## config.mk

```make
export PLATFORM = sky130hd
export DESIGN_NAME = riscv_id_ex_ctrl_stage
export DESIGN_NICKNAME = d
export VERILOG_FILES = /design/src/rtl/riscv_ctrl_pkg.sv /design/src/rtl/riscv_ctrl_decode.sv /design/src/rtl/riscv_id_ex_ctrl_stage.sv
export SDC_FILE = /design/constraint.sdc
export NUM_CORES = 1
export LEC_CHECK = 0
export ABC_AREA = 1
export ABC_CLOCK_PERIOD_IN_PS = 1400
export CORE_ASPECT_RATIO = 1.5
export CORE_MARGIN = 2
export CORE_UTILIZATION = 42
export DETAILED_ROUTE_END_ITERATION = 7
export PLACE_DENSITY = 0.77
export SYNTH_ARGS = -nofsm -noshare
export SYNTH_HDL_FRONTEND = slang
export SYNTH_HIERARCHICAL = 1
export SYNTH_SLANG_ARGS = --single-unit
```

## constraint.sdc

```tcl
create_clock -name clk -period 1.4 [get_ports clk]
set_clock_uncertainty 0.1 [all_clocks]
set_input_delay 0.14 -clock clk [delete_from_list [all_inputs] [get_ports clk]]
set_output_delay 0.14 -clock clk [all_outputs]
set_load 0.02 [all_outputs]
```

## src/rtl/riscv_ctrl_pkg.sv

```systemverilog
// Shared control encodings for the RV32 decode/execute control path:
// opcodes, ALU codes, mux selects and the bundle that travels from D to E.
package riscv_ctrl_pkg;

   localparam logic [6:0] OP_LOAD   = 7'b0000011;
   localparam logic [6:0] OP_IMM    = 7'b0010011;
   localparam logic [6:0] OP_AUIPC  = 7'b0010111;
   localparam logic [6:0] OP_STORE  = 7'b0100011;
   localparam logic [6:0] OP_REG    = 7'b0110011;
   localparam logic [6:0] OP_LUI    = 7'b0110111;
   localparam logic [6:0] OP_BRANCH = 7'b1100011;
   localparam logic [6:0] OP_JALR   = 7'b1100111;
   localparam logic [6:0] OP_JAL    = 7'b1101111;

   localparam logic [3:0] ALU_ADD  = 4'd0;
   localparam logic [3:0] ALU_SUB  = 4'd1;
   localparam logic [3:0] ALU_AND  = 4'd2;
   localparam logic [3:0] ALU_OR   = 4'd3;
   localparam logic [3:0] ALU_SLT  = 4'd4;
   localparam logic [3:0] ALU_XOR  = 4'd5;
   localparam logic [3:0] ALU_SLL  = 4'd6;
   localparam logic [3:0] ALU_SRL  = 4'd7;
   localparam logic [3:0] ALU_SRA  = 4'd8;
   localparam logic [3:0] ALU_SLTU = 4'd9;

   localparam logic [1:0] RESULT_ALU = 2'd0;
   localparam logic [1:0] RESULT_MEM = 2'd1;
   localparam logic [1:0] RESULT_PC4 = 2'd2;

   localparam logic [1:0] JUMP_NONE = 2'd0;
   localparam logic [1:0] JUMP_JAL  = 2'd1;
   localparam logic [1:0] JUMP_JALR = 2'd2;

   localparam logic [2:0] BRANCH_NONE = 3'd0;
   localparam logic [2:0] BRANCH_BEQ  = 3'd1;
   localparam logic [2:0] BRANCH_BNE  = 3'd2;
   localparam logic [2:0] BRANCH_BLT  = 3'd3;
   localparam logic [2:0] BRANCH_BGE  = 3'd4;
   localparam logic [2:0] BRANCH_BLTU = 3'd5;
   localparam logic [2:0] BRANCH_BGEU = 3'd6;

   localparam logic [2:0] IMM_I = 3'd0;
   localparam logic [2:0] IMM_S = 3'd1;
   localparam logic [2:0] IMM_B = 3'd2;
   localparam logic [2:0] IMM_U = 3'd3;
   localparam logic [2:0] IMM_J = 3'd4;

   typedef struct packed {
      logic       reg_write;
      logic       mem_write;
      logic       alu_src;
      logic       lui;
      logic [1:0] result_src;
      logic [1:0] jump;
      logic [2:0] branch;
      logic [2:0] imm_src;
      logic [3:0] alu_ctrl;
      logic       md;
      logic [2:0] md_op;
      logic       illegal;
   } ctrl_t;

   localparam ctrl_t CTRL_BUBBLE = '0;

   // alt is instr[30] for R-type; callers mask it for I-type except SRAI.
   function automatic logic [3:0] alu_decode(input logic [2:0] func3, input logic alt);
      case (func3)
         3'b000:  return alt ? ALU_SUB : ALU_ADD;
         3'b001:  return ALU_SLL;
         3'b010:  return ALU_SLT;
         3'b011:  return ALU_SLTU;
         3'b100:  return ALU_XOR;
         3'b101:  return alt ? ALU_SRA : ALU_SRL;
         3'b110:  return ALU_OR;
         default: return ALU_AND;
      endcase
   endfunction

endpackage

```

## src/rtl/riscv_ctrl_decode.sv

```systemverilog
// Combinational RV32I(+M) main/ALU decoder producing the D-stage control bundle.
// Any unrecognised or disabled encoding collapses to a bubble with illegal set.
module riscv_ctrl_decode
   import riscv_ctrl_pkg::*;
#(
   parameter int EN_M = 1
) (
   input  logic [31:0] instr,
   output ctrl_t       ctrl
);

   logic [6:0] op;
   logic [2:0] func3;
   logic       f7_alt;
   logic       f7_m;
   logic       bad;
   logic       unused_bits;

   assign op          = instr[6:0];
   assign func3       = instr[14:12];
   assign f7_alt      = instr[30];
   assign f7_m        = instr[25];
   assign unused_bits = ^{instr[31], instr[29:26], instr[24:15], instr[11:7]};

   always_comb begin
      ctrl = CTRL_BUBBLE;
      bad  = 1'b0;
      case (op)
         OP_REG: begin
            ctrl.reg_write = 1'b1;
            if (f7_m) begin
               if (EN_M != 0 && !f7_alt) begin
                  ctrl.md    = 1'b1;
                  ctrl.md_op = func3;
               end else begin
                  bad = 1'b1;
               end
            end else begin
               ctrl.alu_ctrl = alu_decode(func3, f7_alt);
            end
         end
         OP_IMM: begin
            ctrl.reg_write = 1'b1;
            ctrl.alu_src   = 1'b1;
            ctrl.imm_src   = IMM_I;
            ctrl.alu_ctrl  = alu_decode(func3, f7_alt && func3 == 3'b101);
         end
         OP_LOAD: begin
            ctrl.reg_write  = 1'b1;
            ctrl.alu_src    = 1'b1;
            ctrl.result_src = RESULT_MEM;
            ctrl.imm_src    = IMM_I;
            bad = (func3 == 3'b011) || (func3[2:1] == 2'b11);
         end
         OP_STORE: begin
            ctrl.mem_write = 1'b1;
            ctrl.alu_src   = 1'b1;
            ctrl.imm_src   = IMM_S;
            bad = func3[2] || (func3[1:0] == 2'b11);
         end
         OP_BRANCH: begin
            ctrl.imm_src  = IMM_B;
            ctrl.alu_ctrl = ALU_SUB;
            case (func3)
               3'b000:  ctrl.branch = BRANCH_BEQ;
               3'b001:  ctrl.branch = BRANCH_BNE;
               3'b100:  ctrl.branch = BRANCH_BLT;
               3'b101:  ctrl.branch = BRANCH_BGE;
               3'b110:  ctrl.branch = BRANCH_BLTU;
               3'b111:  ctrl.branch = BRANCH_BGEU;
               default: bad = 1'b1;
            endcase
         end
         OP_JAL: begin
            ctrl.reg_write  = 1'b1;
            ctrl.result_src = RESULT_PC4;
            ctrl.jump       = JUMP_JAL;
            ctrl.imm_src    = IMM_J;
         end
         OP_JALR: begin
            ctrl.reg_write  = 1'b1;
            ctrl.alu_src    = 1'b1;
            ctrl.result_src = RESULT_PC4;
            ctrl.jump       = JUMP_JALR;
            ctrl.imm_src    = IMM_I;
            bad = (func3 != 3'b000);
         end
         OP_LUI: begin
            ctrl.reg_write = 1'b1;
            ctrl.alu_src   = 1'b1;
            ctrl.lui       = 1'b1;
            ctrl.imm_src   = IMM_U;
         end
         // AUIPC differs from LUI only in operand A (PC instead of zero).
         OP_AUIPC: begin
            ctrl.reg_write = 1'b1;
            ctrl.alu_src   = 1'b1;
            ctrl.imm_src   = IMM_U;
         end
         default: bad = 1'b1;
      endcase
      if (bad) begin
         ctrl         = CTRL_BUBBLE;
         ctrl.illegal = 1'b1;
      end
   end

endmodule

```

## src/rtl/riscv_id_ex_ctrl_stage.sv

```systemverilog
// D->E control register with stall/flush bubble insertion and a multi-cycle
// sequencer that keeps an M-extension op resident in E until its latency expires.
module riscv_id_ex_ctrl_stage
   import riscv_ctrl_pkg::*;
#(
   parameter int ALU_CTRL_W = 4,
   parameter int EN_M       = 1,
   parameter int MUL_LAT    = 2,
   parameter int DIV_LAT    = 8
) (
   input  logic                  clk,
   input  logic                  rst,
   input  logic [31:0]           instrD,
   input  logic                  stallE,
   input  logic                  flushE,
   output logic                  regWriteE,
   output logic                  memWriteE,
   output logic                  AluSrcE,
   output logic                  luiE,
   output logic [1:0]            resultSrcE,
   output logic [1:0]            JumpE,
   output logic [2:0]            BranchE,
   output logic [2:0]            immSrcE,
   output logic [ALU_CTRL_W-1:0] AluControlE,
   output logic [2:0]            mdOpE,
   output logic                  mdValidE,
   output logic                  illegalE,
   output logic                  mdBusy
);

   localparam int MAX_LAT = (MUL_LAT > DIV_LAT) ? MUL_LAT : DIV_LAT;
   localparam int CNT_W   = $clog2(MAX_LAT + 1);

   typedef enum logic {IDLE, BUSY} md_state_t;

   ctrl_t            d_ctrl;
   ctrl_t            e_reg;
   md_state_t        state_reg;
   logic [CNT_W-1:0] cnt_reg;
   logic [CNT_W-1:0] load_lat;

   riscv_ctrl_decode #(.EN_M(EN_M)) u_decode (
      .instr (instrD),
      .ctrl  (d_ctrl)
   );

   // Cycles remaining after the load edge; zero means single-cycle (no BUSY).
   assign load_lat = d_ctrl.md_op[2] ? CNT_W'(DIV_LAT - 1) : CNT_W'(MUL_LAT - 1);
   assign mdBusy   = (cnt_reg != '0);

   always_ff @(posedge clk) begin
      if (rst || flushE) begin
         e_reg     <= CTRL_BUBBLE;
         cnt_reg   <= '0;
         state_reg <= IDLE;
      end else if (stallE || mdBusy) begin
         if (state_reg == BUSY) begin
            cnt_reg <= cnt_reg - CNT_W'(1);
            if (cnt_reg == CNT_W'(1))
               state_reg <= IDLE;
         end
      end else begin
         e_reg <= d_ctrl;
         if (d_ctrl.md && load_lat != '0) begin
            cnt_reg   <= load_lat;
            state_reg <= BUSY;
         end else begin
            cnt_reg   <= '0;
            state_reg <= IDLE;
         end
      end
   end

   assign regWriteE   = e_reg.reg_write;
   assign memWriteE   = e_reg.mem_write;
   assign AluSrcE     = e_reg.alu_src;
   assign luiE        = e_reg.lui;
   assign resultSrcE  = e_reg.result_src;
   assign JumpE       = e_reg.jump;
   assign BranchE     = e_reg.branch;
   assign immSrcE     = e_reg.imm_src;
   assign AluControlE = ALU_CTRL_W'(e_reg.alu_ctrl);
   assign mdOpE       = e_reg.md_op;
   assign mdValidE    = e_reg.md && (cnt_reg == '0);
   assign illegalE    = e_reg.illegal;

endmodule

```

==> flow_metrics.py, run 1 <==
metrics = {
    "status": {
        "status": "complete, but fails checks",
        "violations": "negative setup slack",
    },
    "sta": {
        "final-max-slew-violation-count": 0,
        "hold_violations": 0,
        "max-slew-margin-rel": 0.808,
        "fin_tns_setup_ns": -0.0129,
        "fmax_mhz": 708,
        "layout_setup_ws_ns": -0.0129,
        "period_needed_ns": 1.41,
        "whs_ns": 0.332,
        "setup_viol": 1,
        "fin_crit_sh": 1.01,
        "tightest_slew_ns": 0.287,
        "rsz0062_at_grt": "yes",
    },
    "placed_design": {
        "place_area_um2": 2510,
        "pre_cts_slack_ns": -0.467,
        "portBuffers": 39,
        "place_hpwl_mm": 3.66,
        "post-place-cells": 392,
        "gp_congestion": 0.913,
    },
    "die": {
        "die_area_um2": 5210,
        "initial_utilization": 0.432,
        "num_rows": 30,
        "die_w_um": 59.6,
        "core-area_um2": 4500,
        "ioPinCount": 60,
        "die_h_um": 87.4,
    },
    "layout": {
        "layout_common_cells": "nand2_1 (49), buf_4 (45), nand2_2 (38), nor2_1 (34), dlygate4sd2_1 (28)",
        "drive_above_1_share": 0.466,
        "layout_commonest_cell": "nand2_1",
        "final_net_count": 404,
        "areaGrowthSynthToFinish_pct": 50.9,
        "fin_cells": 413,
        "finalInstanceArea_um2": 2940,
        "antenna_cells": 0,
    },
    "drt": {
        "drtIter0Drc": 102,
        "route.detailed.drc": 0,
        "dr.pass1.iters": 4,
        "routedWlPerCell_um": 13.3,
        "dr_total_vias": 2069,
        "via_per_inst": 5.01,
        "drtAntennaViolNets": 0,
        "routed_wl_mm": 5.49,
    },
    "worst_hold_path": {
        "hp-start": "instrD[2]",
        "min_path_cells": 8,
        "min_path_type": "in -> reg",
        "min_delay_worst_endpoint": "immSrcE[2]",
    },
    "yosys": {
        "yosysWarningCount": 6,
        "synth.area.top_cells": "dfxtp_1 (29%), nand2_1 (15%), buf_4 (7.7%)",
        "synth_top_family_by_area": "simple AND/OR/NAND/NOR gates",
        "synth-compound-area-share": 0.112,
        "synthAdderAreaFrac": 0.0128,
        "ys_ff_latch": 28,
        "yosys-mux-area-fraction": 0,
        "synth_top_area_frac": 0.288,
        "synthesis.nets": 329,
        "synthCells": 291,
        "synth.avg_cell_area_um2": 6.69,
        "synth_xor_area_frac": 0.00450,
        "ys_seq_area_frac": 0.288,
        "yosys.area_share.simple": 0.419,
        "synth.distinct_cells": 32,
        "synth_area_leader_cell": "dfxtp_1",
        "synth_area_um2": 1950,
    },
    "critical_path": {
        "critPathMaxFanout": 4,
        "r2r-end": "cnt_reg[1]",
        "end_kind": "register",
        "rr_worst_depth": 10,
        "crit-reg2reg-launch": "cnt_reg[0]",
        "worstPathRequired_ns": 1.52,
        "crit_type": "in -> reg",
        "critPathArrivalTime_ns": 1.53,
        "cp-start-kind": "primary input",
        "reg2reg_slack_ns": 0,
    },
    "power": {
        "leakagePower_uw": 0.00141,
        "p_per_area_nw_per_um2": 658,
        "vdd_drop_max_v": 0.000325,
    },
    "grt": {
        "grt_pass1_vias": 2051,
        "antenna_found_initial": 0,
        "grt_usage": 0.208,
        "grt_pass1_wl_mm": 8.38,
        "gr-total-overflow": 0,
        "grt_max_degree": 23,
    },
    "clock_network": {
        "cts_tree": "done",
        "cts_root_buffer": "clkbuf_8",
        "clkTransAtPathRegs_ns": 0.10,
        "worstSkewPairLatency_ns": 0.28,
        "cts_hold_buf": 0,
        "clockBufferDepth": 2,
        "cts_buffers": 3,
        "cts-htree-levels": 1,
        "cts_sinks": 28,
    },
    "run": {
        "cap_violations": 0,
    },
}
==> cells by family after synthesis <==
family	Yosys count
flip-flops	28
adder cells (fa/ha/maj)	2
AO/OA/AOI/OAI	35
AND/OR/NAND/NOR	167
buffers and inverters	58
XOR/XNOR	1
==> layout make-up <==
| type | count | area, µm² |
|---|---|---|
| fill | 418 | 1560 |
| multi-input combinational | 205 | 1240 |
| timing repair buffer | 95 | 866 |
| sequential | 28 | 563 |
| inverter | 33 | 139 |
| tap | 48 | 60.1 |
| clock buffer | 3 | 41.3 |
| clock inverter | 1 | 30.0 |
==> per-layer routing <==
metal  GRT usage  routed length [µm]  vias up
met2       0.400                3120       76
met4       0.109                 231        0
met5           0                   0        -
met3      0.0253                 199       22
met1       0.206                1940      937
li1            -                   -     1034
==> cells in the mapped netlist, drive strengths merged <==
library cell / instances
nand3: 14
clkbuf: 1
o21ai: 8
xor2: 1
nor2: 52
a21oi: 26
inv: 31
ha: 2
nand4: 1
nor3: 3
dfxtp: 28
clkinv: 2
nand2: 96
and3: 1
buf: 24
o211ai: 1
==> stage by stage <==
| step | util | power, µW |
|---|---|---|
| after global placement | 0.558 | 1170 |
| after CTS | 0.609 | 1890 |
| after detailed placement | 0.558 | 1170 |
| after floorplan | - | 1020 |
| final | 0.653 | 1930 |
| after global routing | 0.653 | 2010 |
==> critical path, stage by stage <==
cell	delay, ns
clkdlybuf4s50_1	0.48
inv_2	0.12
nand4_1	0.22
nor2_2	0.20
nand2_1	0.09
inv_1	0.07
nand2_2	0.05
nand2_1	0.04
inv_1	0.03
nor2_1	0.07
==> worst max-delay path by stage <==
| stage | slack [ns] | end | cells after the start | from |
|---|---|---|---|---|
| CTS | -0.0007 | AluControlE[3] | 8 | cnt_reg[0] |
| finish | -0.01 | cnt_reg[1] | 10 | instrD[30] |
| floorplan | 0.04 | mdValidE | 4 | cnt_reg[1] |
| global route | -0.16 | cnt_reg[2] | 9 | instrD[1] |
| detailed placement | -0.47 | regWriteE | 11 | instrD[1] |
| global placement | -0.46 | regWriteE | 12 | instrD[6] |
==> repair_timing <==
action                     4_1_cts  5_1_grt
resized for setup               66       57
hold endpoints to repair         0        0
pin swaps                       10       16
setup endpoints to repair       50       27
setup buffers                    8        7
gates cloned                     3        0
==> power by group <==
group	internal, µW	total, µW	switching, µW
Combinational	220	472	252
Sequential	801	805	3.78
Clock	384	658	274
Note: power is estimated with default switching activity, not from simulation.
==> inputs of run 2 (changes only) <==
- ABC_AREA: 1 -> not set
- CORE_UTILIZATION: 42 -> 41
- PLACE_DENSITY: 0.77 -> 0.78
==> flow_metrics.py, run 2 <==
metrics = {
    "worst_hold_path": {
        "min_path_type": "in -> reg",
    },
    "die": {
        "core-area_um2": 3990,
        "num_rows": 28,
        "initial_utilization": 0.432,
        "ioPinCount": 60,
        "die_area_um2": 4750,
        "die_w_um": 57.0,
        "die_h_um": 83.4,
    },
    "grt": {
        "grt_pass1_vias": 1859,
        "grt_use_met3": 0.0374,
        "gr-total-overflow": 0,
        "antenna_found_initial": 0,
        "grt_pass1_wl_mm": 8.25,
        "met2_usage": 0.386,
        "busiest_layer": "met2",
        "use_met1": 0.238,
        "grt_max_degree": 15,
        "grt_usage": 0.213,
    },
    "clock_network": {
        "cts_sinks": 28,
        "clockBufferDepth": 2,
        "cts_buffers": 3,
        "worstSkewPairLatency_ns": 0.27,
        "cts_tree": "done",
        "cts_hold_buf": 0,
        "cts-htree-levels": 1,
        "clkTransAtPathRegs_ns": 0.09,
        "cts_root_buffer": "clkbuf_8",
    },
    "yosys": {
        "synthesis.nets": 272,
        "synth.distinct_cells": 45,
        "synth_edf_count": 0,
        "ys_ff_latch": 28,
        "synth.avg_cell_area_um2": 7.37,
        "ys_seq_area_frac": 0.325,
        "synth_top_area_frac": 0.325,
        "synth_area_um2": 1720,
        "synthCells": 234,
        "synth_ff_type": "dfxtp_1",
        "synth.area.top_cells": "dfxtp_1 (33%), nand2_1 (12%), a21oi_1 (9.9%)",
        "synth_most_common_cell": "nand2_1",
        "yosysWarningCount": 6,
        "synth_area_leader_cell": "dfxtp_1",
        "ys_top_cells_by_count": "nand2_1 (54), a21oi_1 (34), dfxtp_1 (28)",
        "async_flop_share": 0,
    },
    "layout": {
        "areaGrowthSynthToFinish_pct": 55.6,
        "layout_commonest_cell": "buf_4",
        "fillers": 335,
        "antenna_cells": 0,
        "fin_util": 0.672,
        "final_net_count": 340,
        "layout_common_cells": "buf_4 (46), nand2_1 (33), dlygate4sd2_1 (28), dfxtp_1 (24), a21oi_1 (21)",
        "drive_above_1_share": 0.417,
    },
    "sta": {
        "setup_viol": 30,
        "fmax_mhz": 620,
        "layout_setup_ws_ns": -0.212,
        "final-max-slew-violation-count": 0,
        "fin_crit_sh": 1.15,
        "period_needed_ns": 1.61,
        "fin_tns_setup_ns": -4.87,
        "whs_ns": 0.209,
        "hold_violations": 0,
        "tightest_slew_ns": 0.388,
        "max-slew-margin-rel": 0.739,
        "rsz0062_at_grt": "yes",
    },
    "critical_path": {
        "cp-start-kind": "register",
        "worstPathRequired_ns": 1.16,
        "critPathMaxFanout": 4,
        "critPathArrivalTime_ns": 1.37,
        "crit_type": "reg -> out",
        "end_kind": "primary output",
    },
    "drt": {
        "dr_total_vias": 1994,
        "routed_wl_mm": 5.64,
        "route.detailed.drc": 0,
        "drtIter0Drc": 102,
        "drtAntennaViolNets": 0,
        "dr.pass1.iters": 5,
        "via_per_inst": 5.78,
        "routedWlPerCell_um": 16.4,
    },
    "power": {
        "finalPower_uw": 1620,
        "switching_power_uw": 450,
        "vdd_drop_max_v": 0.000482,
        "clkPwrFrac": 0.272,
        "seqPwrFrac": 0.495,
        "swShare": 0.278,
        "p_int_uw": 1170,
        "leakagePower_uw": 0.00112,
        "power_frac_comb": 0.233,
        "p_per_area_nw_per_um2": 604,
    },
    "run": {
        "cap_violations": 0,
    },
    "placed_design": {
        "place_hpwl_mm": 3.03,
        "portBuffers": 39,
        "gp_congestion": 0.888,
    },
    "status": {
        "violations": "negative setup slack",
        "status": "complete, but fails checks",
    },
}
run 2: changes by cell type after synthesis, sizes merged, moves of 3 or more:
cell	change
and2	+4
nor3b	+4
nor2	-40
nand3b	+3
nand2b	+4
nor3	+3
nand2	-40
clkbuf	+7
a21oi	+8
nand3	-12
inv	-27
nor4	+3
run 2: per-layer routing:
layer  share of wire  wire length (µm)  up-vias
met3           0.069               392       23
met4           0.036               204        0
met1            0.37              2100      937
li1                -                 -      929
met5               0                 0        -
met2            0.52              2950      105
run 2: cell families (layout without fill, tap and decap cells):
kind of cell | count (synthesis) | count (layout) | synth area share
XOR/XNOR | 3 | 3 | 0.0152
adder cells (fa/ha/maj) | 2 | 2 | 0.0145
AND/OR/NAND/NOR | 106 | 109 | 0.305
AO/OA/AOI/OAI | 57 | 57 | 0.198
buffers and inverters | 38 | 101 | 0.142
flip-flops | 28 | 28 | 0.325
run 2: per-stage QoR:
stage | setup WS [ns] | instances | instance area [µm²]
2_1_floorplan | -0.184 | 234 | 1770
3_3_place_gp | -0.708 | 320 | 2250
3_5_place_dp | -0.789 | 320 | 2250
4_1_cts | -0.167 | 340 | 2510
5_1_grt | -0.285 | 345 | 2680
6_report | -0.212 | 345 | 2680
run 2: final timing paths:
path,slack (ns),endpoint,start,depth (start not counted)
max,-0.21,mdValidE,cnt_reg[1],6
min,0.21,AluSrcE,instrD[3],5
max reg2reg,-0.20,cnt_reg[1],cnt_reg[1],8
min reg2reg,0.35,BranchE[1],BranchE[1],2
run 2: cell type report:
type                       instances  area (µm²)  area share
clock buffer                       3        41.3      0.0154
inverter                           4        15.0     0.00560
multi-input combinational        171        1190       0.443
sequential                        28         566       0.211
tap                               45        56.3      0.0210
timing repair buffer              94         816       0.304
run 2: power by group through the flow:
stage	sequential, µW	combinational (µW)	clock, µW
3_3_place_gp	819	271	0
6_report	802	377	441
4_1_cts	801	335	447
5_1_grt	803	395	478
3_5_place_dp	819	272	0
2_1_floorplan	822	149	0
run 2: worst max-delay path, cell delays in order, from the launching register on:
cell and delay, ns:
dfxtp_2 0.34, inv_2 0.05, ha_4 0.16, buf_4 0.13, buf_4 0.13, and3_4 0.16
buf_6 0.12
run 2: what timing repair did:
action,in CTS,in global routing
setup endpoints to repair,51,30
pin swaps,23,23
buffers inserted,12,5
resized for setup,76,44
hold endpoints to repair,0,0
cloned,5,1
==> inputs of run 3 (changes only) <==
- CORE_MARGIN: 2 -> 8
==> flow_metrics.py, run 3 (synthesis results as in run 2) <==
metrics = {
    "die": {
        "num_rows": 29,
        "ioPinCount": 60,
        "initial_utilization": 0.417,
        "core-area_um2": 4140,
        "die_h_um": 95.4,
        "die_area_um2": 6580,
        "die_w_um": 69.0,
    },
    "placed_design": {
        "place_hpwl_mm": 3.49,
        "portBuffers": 39,
        "gp_congestion": 0.920,
        "pre_cts_slack_ns": -0.749,
    },
    "critical_path": {
        "cp-start-kind": "register",
        "critPathMaxFanout": 6,
        "critPathArrivalTime_ns": 1.68,
        "cpMaxStageDelayCell": "or4b_4",
        "cp_num_buf_inv": 2,
        "crit_type": "reg -> reg",
        "max_stage_delay_ns": 0.56,
        "cp_cell_sequence": "inv_2 > ha_4 > or4b_4 > clkbuf_16 > nand2_1 > a21oi_1",
        "worstPathRequired_ns": 1.48,
        "critPathTopFamily": "simple AND/OR/NAND/NOR gates",
        "end_kind": "register",
    },
    "grt": {
        "grt_usage": 0.146,
        "grt_pass1_wl_mm": 7.56,
        "antenna_found_initial": 0,
        "grt_pass1_vias": 1702,
        "grt_max_degree": 15,
        "gr-total-overflow": 0,
    },
    "power": {
        "finalPower_uw": 1600,
        "leakagePower_uw": 0.00115,
        "vdd_drop_max_v": 0.000592,
        "p_per_area_nw_per_um2": 619,
    },
    "clock_network": {
        "cts_buffers": 3,
        "cts_tree": "done",
        "clockBufferDepth": 2,
        "worstSkewPairLatency_ns": 0.28,
        "clkTransAtPathRegs_ns": 0.09,
        "cts_sinks": 28,
        "cts-htree-levels": 1,
        "cts_hold_buf": 0,
        "cts_root_buffer": "clkbuf_8",
    },
    "drt": {
        "route.detailed.drc": 0,
        "dr.pass1.iters": 4,
        "dr_total_vias": 1769,
        "via_per_inst": 5.17,
        "drtAntennaViolNets": 0,
        "drtIter0Drc": 50,
        "routedWlPerCell_um": 14.3,
        "routed_wl_mm": 4.88,
    },
    "sta": {
        "final-max-slew-violation-count": 0,
        "fmax_mhz": 624,
        "layout_setup_ws_ns": -0.204,
        "max-slew-margin-rel": 0.722,
        "whs_ns": 0.248,
        "period_needed_ns": 1.60,
        "rsz0062_at_grt": "yes",
        "tightest_slew_ns": 0.411,
        "fin_tns_setup_ns": -4.72,
        "hold_violations": 0,
        "setup_viol": 28,
        "fin_crit_sh": 1.15,
    },
    "layout": {
        "antenna_cells": 0,
        "areaGrowthSynthToFinish_pct": 49.5,
        "drive_above_1_share": 0.334,
        "seqCellArea_um2": 563,
        "layout_commonest_cell": "nand2_1",
        "final_net_count": 336,
        "multi_input_area_um2": 1060,
        "layout_common_cells": "nand2_1 (45), buf_4 (44), dfxtp_1 (26), a21oi_1 (26), dlygate4sd2_1 (25)",
        "fillers": 379,
    },
    "status": {
        "status": "complete, but fails checks",
        "violations": "negative setup slack",
    },
    "worst_hold_path": {
        "min_path_type": "in -> reg",
    },
    "run": {
        "cap_violations": 0,
    },
}
## run 3: cell count changes in the layout (fill, tap and decap cells not counted), sizes merged
| cell | change |
|---|---|
| buf | -2 |
| dlygate4sd2 | -3 |
| clkdlybuf4s15 | +2 |
| dlymetal6s2s | +1 |
| or4b | -3 |
| clkbuf | +1 |
## run 3: worst reg2reg max path, stage by stage, from the launching register on
cell and delay, ns:
dfxtp_2 0.33, inv_2 0.06, ha_4 0.14, or4b_4 0.56, clkbuf_16 0.20, nand2_1 0.06
a21oi_1 0.05
## run 3: worst paths after layout
| kind | depth (start not counted) | to | slack, ns | startpoint |
|---|---|---|---|---|
| worst max-delay path | 6 | illegalE | -0.20 | cnt_reg[1] |
| worst min-delay path | 5 | resultSrcE[0] | 0.25 | instrD[4] |
| worst max register to register | 6 | illegalE | -0.20 | cnt_reg[1] |
| worst min register to register | 2 | BranchE[0] | 0.35 | BranchE[0] |
## run 3: cell type report
| cell class | count | share of cell area |
|---|---|---|
| clock buffer | 3 | 0.0160 |
| tap | 46 | 0.0223 |
| inverter | 4 | 0.00583 |
| sequential | 28 | 0.218 |
| timing repair buffer | 93 | 0.324 |
| multi-input combinational | 168 | 0.413 |
## run 3: through the flow
stage	utilization	cells	area [µm²]
floorplan	-	234	1770
global placement	0.564	327	2330
detailed placement	0.564	327	2330
CTS	0.596	339	2460
global route	0.623	342	2580
finish	0.623	342	2580
## run 3: metal layers
| layer | up-vias | part of all wire | track usage | wire [µm] |
|---|---|---|---|---|
| li1 | 909 | - | - | - |
| met5 | - | 0 | 0 | 0 |
| met4 | 0 | 0.024 | 0.0807 | 117 |
| met1 | 812 | 0.39 | 0.154 | 1920 |
| met2 | 36 | 0.53 | 0.253 | 2560 |
| met3 | 12 | 0.056 | 0.0365 | 274 |
## run 3: timing repair
| item | 4_1_cts | 5_1_grt |
|---|---|---|
| buffers inserted | 8 | 2 |
| endpoints found under the hold margin | 0 | 0 |
| pin swaps | 6 | 20 |
| setup endpoints to repair | 51 | 30 |
| resized for setup | 53 | 42 |
| gates cloned | 1 | 2 |
## run 3: where the power goes
| part | leakage (µW) | internal (µW) | switching (µW) |
|---|---|---|---|
| Clock | 0.0000216 | 194 | 250 |
| Combinational | 0.000898 | 177 | 174 |
| Sequential | 0.000227 | 799 | 1.69 |
